==> config.mk <==
export PLATFORM = sky130hd
export DESIGN_NAME = regfile
export DESIGN_NICKNAME = d
export VERILOG_FILES = /design/src/rtl/regfile.sv
export SDC_FILE = /design/constraint.sdc
export NUM_CORES = 2
export LEC_CHECK = 0
export ABC_AREA = 0
export BUFFER_PORTS_ARGS = -buffer_cell sky130_fd_sc_hd__buf_2
export CORE_MARGIN = 2
export CORE_UTILIZATION = 55
export DETAILED_ROUTE_END_ITERATION = 12
export PLACE_DENSITY = 0.74
export SLEW_MARGIN = 20
export SYNTH_ARGS = -nofsm -noshare
export SYNTH_HDL_FRONTEND = slang
export SYNTH_SLANG_ARGS = --single-unit
==> constraint.sdc <==
create_clock -name clk -period 2.1 [get_ports clk]
set_input_delay 0.315 -clock clk [delete_from_list [all_inputs] [get_ports clk]]
set_output_delay 0.315 -clock clk [all_outputs]
set_load 0.05 [all_outputs]
==> src/rtl/regfile.sv <==
// 32-entry MIPS general-purpose register file: async active-low clear, hardwired $0,
// two combinational read ports with optional same-cycle writeback forwarding.
`ifndef REG_ADDR_WIDTH
`define REG_ADDR_WIDTH 5
`endif
`ifndef REG_DATA_WIDTH
`define REG_DATA_WIDTH 32
`endif

module regfile #(
    parameter int REG_NUM   = 32,
    parameter bit BYPASS_EN = 1'b1
) (
    input  logic                       clk,
    input  logic                       rst_n,
    input  logic                       w_reg_en,
    input  logic [`REG_ADDR_WIDTH-1:0] w_reg_addr,
    input  logic [`REG_DATA_WIDTH-1:0] w_reg_data,
    input  logic                       r1_en,
    input  logic [`REG_ADDR_WIDTH-1:0] r1_addr,
    output logic [`REG_DATA_WIDTH-1:0] r1_data,
    input  logic                       r2_en,
    input  logic [`REG_ADDR_WIDTH-1:0] r2_addr,
    output logic [`REG_DATA_WIDTH-1:0] r2_data
);

    localparam int AW = `REG_ADDR_WIDTH;
    localparam int DW = `REG_DATA_WIDTH;

    logic [DW-1:0] regs [REG_NUM];
    logic          fwd1;
    logic          fwd2;

    // Entry 0 is never written, so it holds the reset value of zero forever.
    always_ff @(posedge clk or negedge rst_n) begin
        if (!rst_n) begin
            for (int i = 0; i < REG_NUM; i++) begin
                regs[i] <= '0;
            end
        end else if (w_reg_en && (w_reg_addr != '0)) begin
            regs[w_reg_addr] <= w_reg_data;
        end
    end

    assign fwd1 = BYPASS_EN && w_reg_en && (w_reg_addr == r1_addr);
    assign fwd2 = BYPASS_EN && w_reg_en && (w_reg_addr == r2_addr);

    // The zero-address check precedes forwarding so a write to $0 never leaks out.
    always_comb begin
        r1_data = '0;
        if (rst_n && r1_en && (r1_addr != {AW{1'b0}})) begin
            if (fwd1) begin
                r1_data = w_reg_data;
            end else begin
                r1_data = regs[r1_addr];
            end
        end
    end

    always_comb begin
        r2_data = '0;
        if (rst_n && r2_en && (r2_addr != {AW{1'b0}})) begin
            if (fwd2) begin
                r2_data = w_reg_data;
            end else begin
                r2_data = regs[r2_addr];
            end
        end
    end

endmodule
==> out/metrics.yaml <==
num_vias: 38700
crit_chain: "mux4_2 -> nor2b_4 -> a211oi_2 -> a211oi_1 -> a211o_2 -> buf_8"
final_cell_count_no_fill: 5678
synth_edf_count: 0
maxSlewViolCount: 0
worstPathMaxFanout: 2
clock-root-buffer: "clkbuf_16"
grt_pass1_vias: 40200
worst-setup-path-type: "flip-flop to output pin"
skew_ns: 0
initial_core_util_pct: 55.4
grt_max_degree: 171
synth_area_um2: 55400
cts_made_buffers: 107
portBuffers: 115
hpwl_mm: 110
powerDensity_nw_per_um2: 891
drive_gt1_share_pct: 58.2
relSlewSlack_pct: 29.7
worst-slew-pin-transition_ns: 1.05
rr_worst_depth: 3
critPathRequiredTime_ns: 1.78
timing.hold.ws_ns: -0.000506
period_needed_ns: 2.91
routed_via_density: 6.82
drt_iter0_markers: 3981
setup_violations: 64
reg_top3: "regs (1024)"
clkTransAtPathRegs_ns: 0.06
syn_nets: 3901
p_leak_nw: 30.6
clk_latency_ns: 0.70
synth_area_per_cell_um2: 14.4
wl_mm: 175
worstSetupStartpoint: "regs[955]$_DFFE_PN0P_"
synth_top_area_share_pct: 46.2
r2r-end: "regs[955]$_DFFE_PN0P_"
rsz0062_at_grt: "yes"
gp_congestion: 0.878
synth_area_leader_cell: "dfrtp_1"
synthArstFlopShare_pct: 100
ant_nets: 0
antenna_found_initial: 7
dieArea_um2: 103000
synth-seq-area-share_pct: 46.2
ir_drop_uv: 723
outcome: "finished with violations"
yosysMostFrequentCell: "dfrtp_1"
post-route-drc-count: 0
coreArea_um2: 100000
ys.warnings.count: 0
ys.flop_type: "dfrtp_1"
start_kind: "flip-flop"
cap_violations: 0
dp.cells: 5410
cpPeakStageDelay_ns: 0.48
fmax_mhz: 344
regMostFlops: "regs"
critPathCaptureType: "output pin"
final_cell_area_um2: 68400
ys_ff_latch: 1024
overflow: 0
hold_viol_final: 1
track_usage_pct: 34.2
synthCells: 3849
clockBufferDepth: 3
ys_types: 43
largest_reg_flops: 1024
die_w_um: 321
cts.sinks: 1024
hp-class: "input pin to async pin"
reg2reg_from: "regs[955]$_DFFE_PN0P_"
dpl_cell_area_um2: 62700
h-tree-depth: 3
slowest_stage: "mux4_2"
num_rows: 116
grt_pass1_wl_mm: 263
synthTopCellsByArea: "dfrtp_1 (46%), mux2_2 (19%), mux4_2 (16%), mux2i_1 (6.8%), a211oi_1 (1.7%)"
failed_checks: "negative hold slack, negative setup slack"
final.setup.worst_slack_ns: -0.805
arrival_ns: 2.59
num-nets-final: 4339
synthTopCellsByCount: "dfrtp_1 (1024), mux2_2 (942), mux4_2 (387)"
pin_count: 116
first_pass_iters: 5
fp.dieH_um: 321
finalCritPeriodShare_pct: 138
wl_per_cell_um: 30.8
cp-endpoint: "r2_data[27]"
area_growth_pct: 23.3
cts_tree: "built"
rrSetupSlack_ns: 1.08
==> worst max-delay path: cells and delay by family (launching register included) <==
| family | cells | cell delay, ns |
|---|---|---|
| flip-flops | 1 | 0.39 |
| multiplexers | 1 | 0.48 |
| AND/OR/NAND/NOR | 1 | 0.14 |
| buffers and inverters | 1 | 0.17 |
| AO/OA/AOI/OAI | 3 | 0.69 |
==> worst min-delay path by stage <==
stage	end	cells after the start
final	regs[371]$_DFFE_PN0P_	3
after global routing	regs[19]$_DFFE_PN0P_	3
after CTS	regs[239]$_DFFE_PN0P_	3
after floorplan	regs[0]$_DFFE_PN0P_	0
after global placement	regs[1002]$_DFFE_PN0P_	0
after detailed placement	regs[1022]$_DFFE_PN0P_	0
==> logic make-up after synthesis <==
kind of cell	count (synthesis)	share of synthesized area, %
buffers and inverters	442	3.67
xor gates and xnor gates	10	0.158
and+or+nand+nor	232	2.10
DFF	1024	46.2
muxes	1755	42.7
AOI/OAI and AO/OA	386	5.19
==> report_power, final <==
| group | leakage, nW | switching, W | internal [W] | total (W) |
|---|---|---|---|---|
| sequential | 13.1 | 0.00283 | 0.0235 | 0.0263 |
| combinational | 15.6 | 0.00558 | 0.00861 | 0.0142 |
| clock | 1.83 | 0.00833 | 0.0121 | 0.0204 |
==> repair_timing <==
action	in CTS	in global routing
resized for setup	247	83
hold endpoints to repair	55	0
setup buffers	55	13
setup endpoints to repair	64	64
gates cloned	0	1
hold buffers	8	0
pin swaps	153	77
==> metal layers <==
layer | global-route usage, % | vias to the layer above | part of all wire [%]
li1 | - | 15700 | -
met1 | 46.7 | 20500 | 40
met2 | 52.2 | 1990 | 46
met3 | 7.94 | 488 | 9.3
met4 | 15.9 | 6 | 4.7
met5 | 0 | - | 0.020
==> per-stage QoR <==
stage	power [W]	util (%)	setup TNS, ns	hold slack [ns]	setup slack [ns]
CTS	0.0606	67.9	-42.52	0.0213	-0.810
finish	0.0609	68.4	-41.16	-0.000506	-0.805
global placement	0.0389	62.7	-76.30	0.383	-0.706
global route	0.0633	68.4	-44.65	0.0689	-0.819
detailed placement	0.0395	62.7	-80.82	0.386	-0.765
floorplan	0.0348	-	-6.67	0.0194	-0.118
==> layout make-up <==
cell class	instances	area, um^2
fillers	6612	31600
multi-input cells	2383	29000
flip-flops and latches	1024	25600
repair buffers	770	8320
clock buffers	147	3080
well taps	1298	1620
clock inverters	50	698
diodes	5	12.5
inverters	1	3.75
==> cell usage in the layout (no fill, tap or decap), types with 19 or more instances in the layout <==
cell,Yosys,routed
dfrtp_1,1024,1024
mux2_2,942,942
buf_4,18,446
mux4_2,387,387
mux2i_1,376,350
buf_12,0,162
clkbuf_16,0,110
o22ai_1,93,85
buf_6,16,73
a211oi_2,0,70
a211oi_1,124,53
mux2_1,50,50
nor2b_1,63,44
buf_2,148,42
nand2_1,55,39
buf_8,0,38
nor2_1,52,34
o221ai_1,32,32
a32o_2,0,32
o21bai_1,31,31
a211o_2,0,31
a21oi_2,0,21
clkbuf_8,0,21
mux2i_2,0,20
nor3_2,0,19
No activity file was read; power rests on OpenSTA's default activity.
